`src/rtl/k_alu_pkg.sv`:
```
// k_alu_pkg: op codes, FSM encoding and instruction field offsets shared by the K_ALU issue slice
package k_alu_pkg;

    localparam logic [2:0] OP_ADD = 3'b000;
    localparam logic [2:0] OP_AND = 3'b001;
    localparam logic [2:0] OP_SH8 = 3'b010;
    localparam logic [2:0] OP_SH16 = 3'b011;
    localparam logic [2:0] OP_DIV = 3'b100;
    localparam logic [2:0] OP_SUB = 3'b101;

    typedef enum logic [1:0] {
        S_IDLE,
        S_OPND,
        S_ISSUE,
        S_WB
    } state_t;

    // Instruction layout is {op[2:0], rd, ra, rb}, MSB first; rb sits at bit 0
    function automatic int ra_lsb(input int aw);
        return aw;
    endfunction

    function automatic int rd_lsb(input int aw);
        return 2 * aw;
    endfunction

    function automatic int op_lsb(input int aw);
        return 3 * aw;
    endfunction

    // 110 and 111 are reserved
    function automatic logic op_illegal(input logic [2:0] op);
        return op[2] & op[1];
    endfunction

endpackage

```
`src/rtl/k_regfile.sv`:
```
// k_regfile: 2 async read ports + debug read port, 1 sync write port, r0 hard zero, async clear
module k_regfile #(
    parameter int DATA_W = 32,
    parameter int REG_AW = 4
) (
    input  logic              clk,
    input  logic              rst,
    input  logic [REG_AW-1:0] ra_addr,
    input  logic [REG_AW-1:0] rb_addr,
    input  logic [REG_AW-1:0] dbg_addr,
    output logic [DATA_W-1:0] ra_data,
    output logic [DATA_W-1:0] rb_data,
    output logic [DATA_W-1:0] dbg_data,
    input  logic              we,
    input  logic [REG_AW-1:0] wa,
    input  logic [DATA_W-1:0] wd
);

    logic [DATA_W-1:0] mem [2**REG_AW];

    // Storage; r0 is never written so it keeps its cleared value of zero
    always_ff @(posedge clk or posedge rst) begin
        if (rst) begin
            for (int i = 0; i < 2**REG_AW; i++) mem[i] <= '0;
        end else if (we && wa != '0) begin
            mem[wa] <= wd;
        end
    end

    assign ra_data  = mem[ra_addr];
    assign rb_data  = mem[rb_addr];
    assign dbg_data = mem[dbg_addr];

endmodule

```
`src/rtl/k_alu_issue.sv`:
```
// k_alu_issue: single-in-flight operand issue / writeback sequencer for the K_ALU
// Optional macro K_ALU_DIVZERO_TRAP_EN: divide by a zero operand B traps locally (err + all-ones result)
module k_alu_issue
    import k_alu_pkg::*;
#(
    parameter int DATA_W  = 32,
    parameter int REG_AW  = 4,
    parameter int INSTR_W = 15
) (
    input  logic               clk,
    input  logic               rst,
    input  logic               instr_valid,
    output logic               instr_ready,
    input  logic [INSTR_W-1:0] instr,
    output logic [DATA_W-1:0]  alu_op_a,
    output logic [DATA_W-1:0]  alu_op_b,
    output logic [2:0]         alu_sel,
    output logic               alu_req,
    input  logic               alu_done,
    input  logic [DATA_W-1:0]  alu_result,
    output logic               wb_valid,
    output logic [REG_AW-1:0]  wb_addr,
    output logic [DATA_W-1:0]  wb_data,
    output logic               err,
    input  logic [REG_AW-1:0]  dbg_addr,
    output logic [DATA_W-1:0]  dbg_data
);

    state_t state, state_nx;
    logic [INSTR_W-1:0] instr_q;
    logic [DATA_W-1:0] ra_data, rb_data, result_q;
    logic [2:0] op;
    logic [REG_AW-1:0] rd, ra, rb;
    logic illegal, trap;

    assign op = instr_q[op_lsb(REG_AW) +: 3];
    assign rd = instr_q[rd_lsb(REG_AW) +: REG_AW];
    assign ra = instr_q[ra_lsb(REG_AW) +: REG_AW];
    assign rb = instr_q[0 +: REG_AW];
    assign illegal = op_illegal(op);

`ifdef K_ALU_DIVZERO_TRAP_EN
    assign trap = op == OP_DIV && rb_data == '0;
`else
    assign trap = 1'b0;
`endif

    assign instr_ready = state == S_IDLE;
    assign alu_req = state == S_ISSUE;
    assign wb_valid = state == S_WB;
    assign err = state == S_OPND && (illegal || trap);
    assign wb_addr = rd;
    assign wb_data = result_q;

    k_regfile #(.DATA_W(DATA_W), .REG_AW(REG_AW)) u_regfile (
        .clk     (clk),
        .rst     (rst),
        .ra_addr (ra),
        .rb_addr (rb),
        .dbg_addr(dbg_addr),
        .ra_data (ra_data),
        .rb_data (rb_data),
        .dbg_data(dbg_data),
        .we      (wb_valid),
        .wa      (rd),
        .wd      (result_q)
    );

    // Next state: illegal ops abort in OPND, a trapped divide skips the ALU straight to writeback
    always_comb begin
        state_nx = state;
        case (state)
            S_IDLE:  state_nx = instr_valid ? S_OPND : S_IDLE;
            S_OPND:  state_nx = illegal ? S_IDLE : trap ? S_WB : S_ISSUE;
            S_ISSUE: state_nx = alu_done ? S_WB : S_ISSUE;
            S_WB:    state_nx = S_IDLE;
        endcase
    end

    // State, latched instruction, operand registers and captured result
    always_ff @(posedge clk or posedge rst) begin
        if (rst) begin
            state    <= S_IDLE;
            instr_q  <= '0;
            alu_op_a <= '0;
            alu_op_b <= '0;
            alu_sel  <= '0;
            result_q <= '0;
        end else begin
            state <= state_nx;
            if (instr_ready && instr_valid) instr_q <= instr;
            if (state == S_OPND) begin
                alu_op_a <= ra_data;
                alu_op_b <= rb_data;
                alu_sel  <= op;
            end
            if (state == S_OPND && trap) result_q <= '1;
            else if (alu_req && alu_done) result_q <= alu_result;
        end
    end

endmodule

```
`config.mk`:
```
export PLATFORM = sky130hd
export DESIGN_NAME = k_alu_issue
export DESIGN_NICKNAME = d
export VERILOG_FILES = /design/src/rtl/k_alu_pkg.sv /design/src/rtl/k_regfile.sv /design/src/rtl/k_alu_issue.sv
export SDC_FILE = /design/constraint.sdc
export NUM_CORES = 1
export LEC_CHECK = 0
export ABC_AREA = 0
export ABC_CLOCK_PERIOD_IN_PS = 28500
export CAP_MARGIN = 20
export CORE_ASPECT_RATIO = 1.5
export CORE_MARGIN = 8
export CORE_UTILIZATION = 60
export DETAILED_ROUTE_END_ITERATION = 8
export DONT_BUFFER_PORTS = 1
export PLACE_DENSITY = 0.76
export SLEW_MARGIN = 5
export SYNTH_ARGS = -nofsm -noshare
export SYNTH_HDL_FRONTEND = slang
export SYNTH_SLANG_ARGS = --single-unit
```
`constraint.sdc`:
```
create_clock -name clk -period 28.5 [get_ports clk]
set_clock_uncertainty 0.1 [all_clocks]
set_input_delay 5.7 -clock clk [delete_from_list [all_inputs] [get_ports clk]]
set_output_delay 5.7 -clock clk [all_outputs]
set_load 0.05 [all_outputs]
```
==> summary.txt <==
Status
  • Status: finished, final reports clean

STA
  • Setup_tns: 0 ns
  • Period Utilization, post-route: a little under half
  • Max Freq: 77.9 MHz
  • Final setup vio count: 0
  • Relative slew slack: between 15 and 20%
  • Unrepaired setup endpoints after global routing: false
  • Worst-Margin Slew: between 1 and 1.5 ns
  • Hold Vio Cnt, Final: 0
  • Hold Worst Slack: 0.328 ns
  • Setup ws final: roughly 16 ns
  • Fin. max-slew vios: 0
  • Crit path time final: between 10 and 15 ns

Place
  • IO buf count: 0
  • Final HPWL from detailed placement: 58,000 um
  • Gpl congestion: 0.859
  • Placed inst area: 35,600 um2
  • Post-place setup slack: 15.71 ns

Final layout
  • Finished Cell Area: roughly 38,000 um2
  • Fin nets: 2,674
  • Antenna Cells: 0
  • Area growth syn-to-layout: 5.89%
  • Share of cells above drive strength 1: a little under a third

Setup path
  • Kind of critical path: input port to output port
  • Top Family by Delay on Critical Path: multiplexers
  • CP cell instances: mux4_1 -> mux4_2
  • Crit start category: input port
  • CP arrival: 7.03 ns
  • Critical path required time: between 20 and 25 ns
  • Critical R2R Launch: instr_q[1]$_DFFE_PP0P_
  • Critical path peak fanout: 128
  • Max stage delay cell, worst path: mux4_2
  • Worst setup EP type: output port
  • Worst stage delay on the critical path: 0.67 ns
  • Crit path buf inv count: 0
  • Crit. Startpoint: dbg_addr[0]

Drt
  • Drt pass-1 iters: 8
  • DRT Wirelength: about 110,000 um
  • Post-DR wirelength/cell: 31.1 um
  • Initial DRC count: 2,307
  • ANT nets after route: 0
  • Total vias in the final route: 24,600
  • DRC: 0
  • Via-to-Cell Ratio: 7.16

Synthesis
  • Largest family of logic cells by synthesized area: multiplexers
  • Top_reg_cell synth: dfrtp_1
  • Cell count after synthesis: 2,811
  • Largest area contributor in the netlist: dfrtp_1
  • Distinct cells, synth: 33
  • Number of synthesized flops with an enable pin: 0
  • Synth Area in Adders: 0%
  • Top cells by area, synth: dfrtp_1 (44%), mux2_2 (16%), mux2i_1 (14%)
  • Syn avg cell area: 12.7 um2
  • Mapped Nets: between 2,000 and 3,000
  • Synth warnings: 0
  • Post-synth design cell area: around 36,000 um2
  • Top-area cell type share of the netlist area: 44.2%
  • Async SR Flop Fraction: 100%
  • Xor and xnor area share after synthesis: 0%
  • Fraction of synthesized area in multiplexers: approximately two fifths
  • Seq/Total Area, Yosys: 44.2%
  • Synth Area in Compound Gates: approximately 4.5%
  • #FFs+latches synth: 628
  • Post-synthesis simple-gate area fraction: around 5.5%

Die
  • Die Footprint: 67,500 um2
  • Starting Density: 60.5%
  • Rows: 109
  • Die height: ~310 um
  • Ports: about 190
  • Die width: around 210 um
  • Core Region: 58,800 um2

CTS
  • Post-CTS Setup Bufs: 0
  • Maximum clock insertion buffer count: 3
  • TritonCTS clock tree: yes
  • Worst-Skew Late Latency: 0.64 ns
  • Clk sinks: 628
  • H-tree Lvls: 2
  • Post_cts resized: 0
  • TritonCTS Buffers: roughly 60
  • Root Buffer: clkbuf_16
  • Clk slew on worst S/H paths: 0.07 ns
  • CTS hold repair buffers: 0

Job
  • Max-cap violation count: 0

GRT
  • GRT met3 Usage: 7.22%
  • Initial antenna violation count: 1
  • Global-route wire length before repair: 162,000 um
  • Vias in the first global route: ~26,000
  • Grt met1 use: between 30% and 40%
  • GRT overflow: 0
  • GRT met2 Usage: 51.7%
  • Largest net degree at the start of global routing: 167
  • Gr busiest metal: met2
  • All-Layer GR Usage: 31.1%

Worst hold path
  • Hold Crit Start: u_regfile.mem[491]$_DFFE_PP0P_
  • Worst min path class: flip-flop to flip-flop

Pwr
  • Pleak: ~18 nW
  • Pwr Density: 117 nW/um2
  • Worst vdd ir: around 0.11 mV
-- path summary, 6_finish.rpt --
kind / to / slack (ns) / depth (start not counted)
setup / recovery: dbg_data[29] / 15.67 / 2
hold reg to reg: u_regfile.mem[491]$_DFFE_PP0P_ / 0.33 / 0
max in group asynchronous: wb_data[20]$_DFFE_PP0P_ / 20.18 / 4
min in group asynchronous: u_regfile.mem[357]$_DFFE_PP0P_ / 4.97 / 1
setup reg to reg: alu_op_b[15]$_DFFE_PP0N_ / 24.54 / 6
hold / removal: u_regfile.mem[491]$_DFFE_PP0P_ / 0.33 / 0
-- synthesized netlist by cell type (2+ instances only) --
| cell | instances |
|---|---|
| a21oi_1 | 129 |
| a22oi_1 | 128 |
| and2_1 | 3 |
| buf_1 | 21 |
| buf_2 | 100 |
| buf_4 | 11 |
| buf_6 | 23 |
| clkbuf_1 | 136 |
| clkbuf_2 | 2 |
| dfrtp_1 | 628 |
| inv_1 | 3 |
| mux2_1 | 9 |
| mux2_2 | 491 |
| mux2_4 | 30 |
| mux2i_1 | 512 |
| mux4_1 | 7 |
| mux4_2 | 153 |
| nand2_1 | 197 |
| nand2b_4 | 2 |
| nand3_1 | 192 |
| nand3b_1 | 2 |
| nand4b_1 | 2 |
| nor2_1 | 13 |
| nor2b_1 | 5 |
| or3_1 | 3 |
| or3b_2 | 2 |
-- where the power goes --
group | total, mW | switching [mW] | internal [mW]
combinational | 1.68 | 0.897 | 0.778
sequential | 1.88 | 0.696 | 1.18
clock | 0.863 | 0.360 | 0.503
total | 4.42 | 1.95 | 2.47
-- kinds of logic (layout without fill, tap and decap cells) --
family | count (synthesis) | count (layout)
AO/OA/AOI/OAI | 257 | 257
buffers and inverters | 297 | 152
flip-flops | 628 | 628
multiplexers | 1202 | 1202
AND/OR/NAND/NOR | 427 | 427
-- state kept, by name (all words and copies together) (netlist names), named ones only --
register and flops:
u_regfile.mem 512, state 1, alu_op_b 32, alu_sel 3, alu_op_a 32, instr_q 15, wb_data 32
-- cell usage in the layout, fill, tap and decap left out, types with 2 or more instances in the layout --
master	n
mux2_1	9
and2_2	2
nand2_1	196
or3_2	2
dfrtp_1	626
a21oi_1	129
clkbuf_1	9
nand2b_4	3
nor2b_4	4
inv_1	2
a22oi_1	128
nand4b_1	2
nor2_4	11
or3b_2	2
mux4_2	153
bufinv_16	10
buf_4	39
clkinv_2	14
clkbuf_16	59
nand3_1	192
mux2_2	491
nor2_1	2
clkinv_4	2
nand3b_1	2
clkbuf_8	13
mux4_1	7
mux2_4	30
dfrtp_4	2
mux2i_1	512
buf_12	2
-- layer usage --
metal / share of wire, % / routed length, um / vias to the layer above
li1: - / - / 10100
met1: 36 / 38800 / 12800
met2: 49 / 51900 / 1354
met3: 8.9 / 9550 / 435
met4: 6.3 / 6750 / 0
met5: 0 / 0 / -
-- cell type report --
type	count	area, um2
repair buffers	41	333
fillers	4305	21100
clock buffers	81	1690
well taps	777	972
multi-input cells	1886	18500
clock inverters	27	397
flip-flops and latches	628	15700
inverters	3	18.8
-- worst register-to-register path: stages (launching register included) --
cell and delay [ns]:
dfrtp_4 1.12, buf_4 0.92, buf_4 0.96, mux2i_1 0.34, a22oi_1 0.11, nand3_1 0.16
nand3_1 0.11
-- per-stage QoR --
step                cells  util (%)  power, mW
global route         3443      64.1       4.60
finish               3443      64.1       4.42
global placement     3335      60.5       3.46
CTS                  3443      64.1       4.39
detailed placement   3335      60.5       3.53
floorplan            2811         -       3.03
(Power assumes the default switching activity.)
==> patch: new RTL, same settings <==
Put a register stage on the output `dbg_data`, cleared by the reset. The value now appears one clock later. The other outputs are not delayed to match.
--- a/src/rtl/k_alu_issue.sv
+++ b/src/rtl/k_alu_issue.sv
@@ -27,2 +27,4 @@
 );
+
+    logic [DATA_W-1:0] dbg_data_d;
 
@@ -62,3 +64,3 @@
         .rb_data (rb_data),
-        .dbg_data(dbg_data),
+        .dbg_data(dbg_data_d),
         .we      (wb_valid),
@@ -101,2 +103,10 @@
 
+    always_ff @(posedge clk or posedge rst) begin
+        if (rst) begin
+            dbg_data <= '0;
+        end else begin
+            dbg_data <= dbg_data_d;
+        end
+    end
+
 endmodule
Behaviour: no difference found for any inputs over 4 cycles, from zero or initial values and one cycle with rst high; that may be too few to reach the edited logic, so the function may still have changed.
==> patch against the unedited design <==
  * Via count increased by 1.7%
  * Non-clock buffer count rose by 1
  * Synthesized cell count increased by 1.1%
  * Clock power grew 10%
  * Area after synthesis increased by 2.4%
  * Worst hold slack got worse by 6.1 ps
  * Wire length rose by 0.85%
  * Total power increased by 4.1%
  * Count of clock-buffer cells in the layout is 8 higher
  * Global-route usage decreased by 0.14 points
  * Cell count up 1.4%
  * Design area up 3.5%
  * Sequential cell count up 32
  * Setup slack better by 4300 ps
  * Critical path type is now in -> async
  * Critical endpoint is now wb_data[0]$_DFFE_PP0P_
  * Largest power group unchanged
==> patch: results (changes against the unedited design) <==
INFO  metric grt_pass1_wl = 164000 microns (+1.4%)
INFO  metric cpPeakStageDelay = 890 ps (+220 ps)
INFO  metric synth.area.top_cells = sky130_fd_sc_hd__dfrtp_1 45%, sky130_fd_sc_hd__mux2i_1 14%, sky130_fd_sc_hd__mux2_2 13%
INFO  metric gp_congestion = 0.807 (-6.0%)
INFO  metric placement.cell_area = 0.0366 sq mm (+2.8%)
INFO  metric regToRegEndpoint = u_regfile.mem[120]$_DFFE_PP0P_
INFO  metric synth_compound_gate_area_share = 4.41% (-0.10 points)
INFO  metric mapped_nets = 2897 (+1.1%)
INFO  metric hold_path.startpoint = u_regfile.mem[493]$_DFFE_PP0P_
INFO  metric leak_pwr = 0.0184 uW (+4.3%)
INFO  metric globalRouteMet2Util = 49.7% (-2.0 points)
INFO  metric synth.top_cells.by_count = 660 x sky130_fd_sc_hd__dfrtp_1, 512 x sky130_fd_sc_hd__mux2i_1, 434 x sky130_fd_sc_hd__mux2_2
INFO  metric clk-insertion-delay-late = 610 ps (-30 ps)
INFO  metric drt_iter0_markers = 2347 (+1.7%)
INFO  metric worst-path-max-fanout = 159 (+24%)
INFO  metric cp_slowest_cell = sky130_fd_sc_hd__buf_4
INFO  metric synth_sequential_area_ratio = 45.4% (+1.2 points)
INFO  metric grt_pass1_vias = 26400 (+2.3%)
INFO  metric muxShareOfSynthArea = 41.3% (-0.42 points)
INFO  metric placement.setup.worst_slack = 19070 ps (+3360 ps)
INFO  metric routedLengthMet1 = 41200 microns (+6.1%)
INFO  metric vdd.ir_drop.worst = 0.000107 V (+1.6%)
INFO  metric ys_warn_count = 0 (unchanged)
INFO  metric dpl.hpwl = 56300 microns (-3.0%)
INFO  metric met3_wirelength = 8900 microns (-6.8%)
INFO  metric drt_pre_antenna_iters = 6 (-2)
INFO  metric finalWorstSetupSlack = 19990 ps (+4320 ps)
INFO  metric worstHoldEndpoint = u_regfile.mem[493]$_DFFE_PP0P_
INFO  metric status = finished clean
INFO  metric gr_util_all_layers = 30.9% (-0.14 points)
INFO  metric critical_path_arrival = 9020 ps (+1990 ps)
INFO  metric slack_of_the_worst_reg_to_reg_path = 25390 ps (+850 ps)
INFO  metric routed_wl = 108000 microns (+0.85%)
INFO  metric route.met2.wl = 51600 microns (-0.65%)
INFO  metric worst_reg2reg_path_startpoint = state[0]$_DFF_PP0_
INFO  metric avgViaCountPerCell = 7.17 (+0.26%)
INFO  metric gr-usage-met1 = 38.7% (+2.2 points)
==> patch: cell types whose count changed in the layout (fill, tap and decap cells not counted), sizes merged, moves of 2 or more <==
cell and delta:
nand2b +2, or4 -2, dfrtp +32, nand4b -2, clkbuf +8, nand3b +2
clkinv -4
==> patch: worst max-delay path, delay by kind of cell <==
kind                   cells  cell delay [ps]
buffers and inverters      4             2910
==> patch: stage by stage <==
step,utilization [%],cells
after floorplan,-,2842
final,65.0,3492
after global routing,65.0,3491
after global placement,61.0,3374
after detailed placement,61.0,3374
after CTS,64.9,3489
==> patch: power breakdown <==
| part | internal [uW] | leakage, uW | switching (uW) |
|---|---|---|---|
| logic | 807 | 0.00842 | 861 |
| registers | 1240 | 0.00878 | 737 |
| clock network | 571 | 0.00115 | 378 |
==> patch: cell type report <==
type	count	area [sq um]
Multi-Input combinational cell	1887	18700
Antenna cell	1	2.50
Clock buffer	89	1910
Fill cell	4412	21000
Sequential cell	660	16500
Clock inverter	26	423
Tap cell	784	981
Inverter	3	18.8
Timing Repair Buffer	42	393
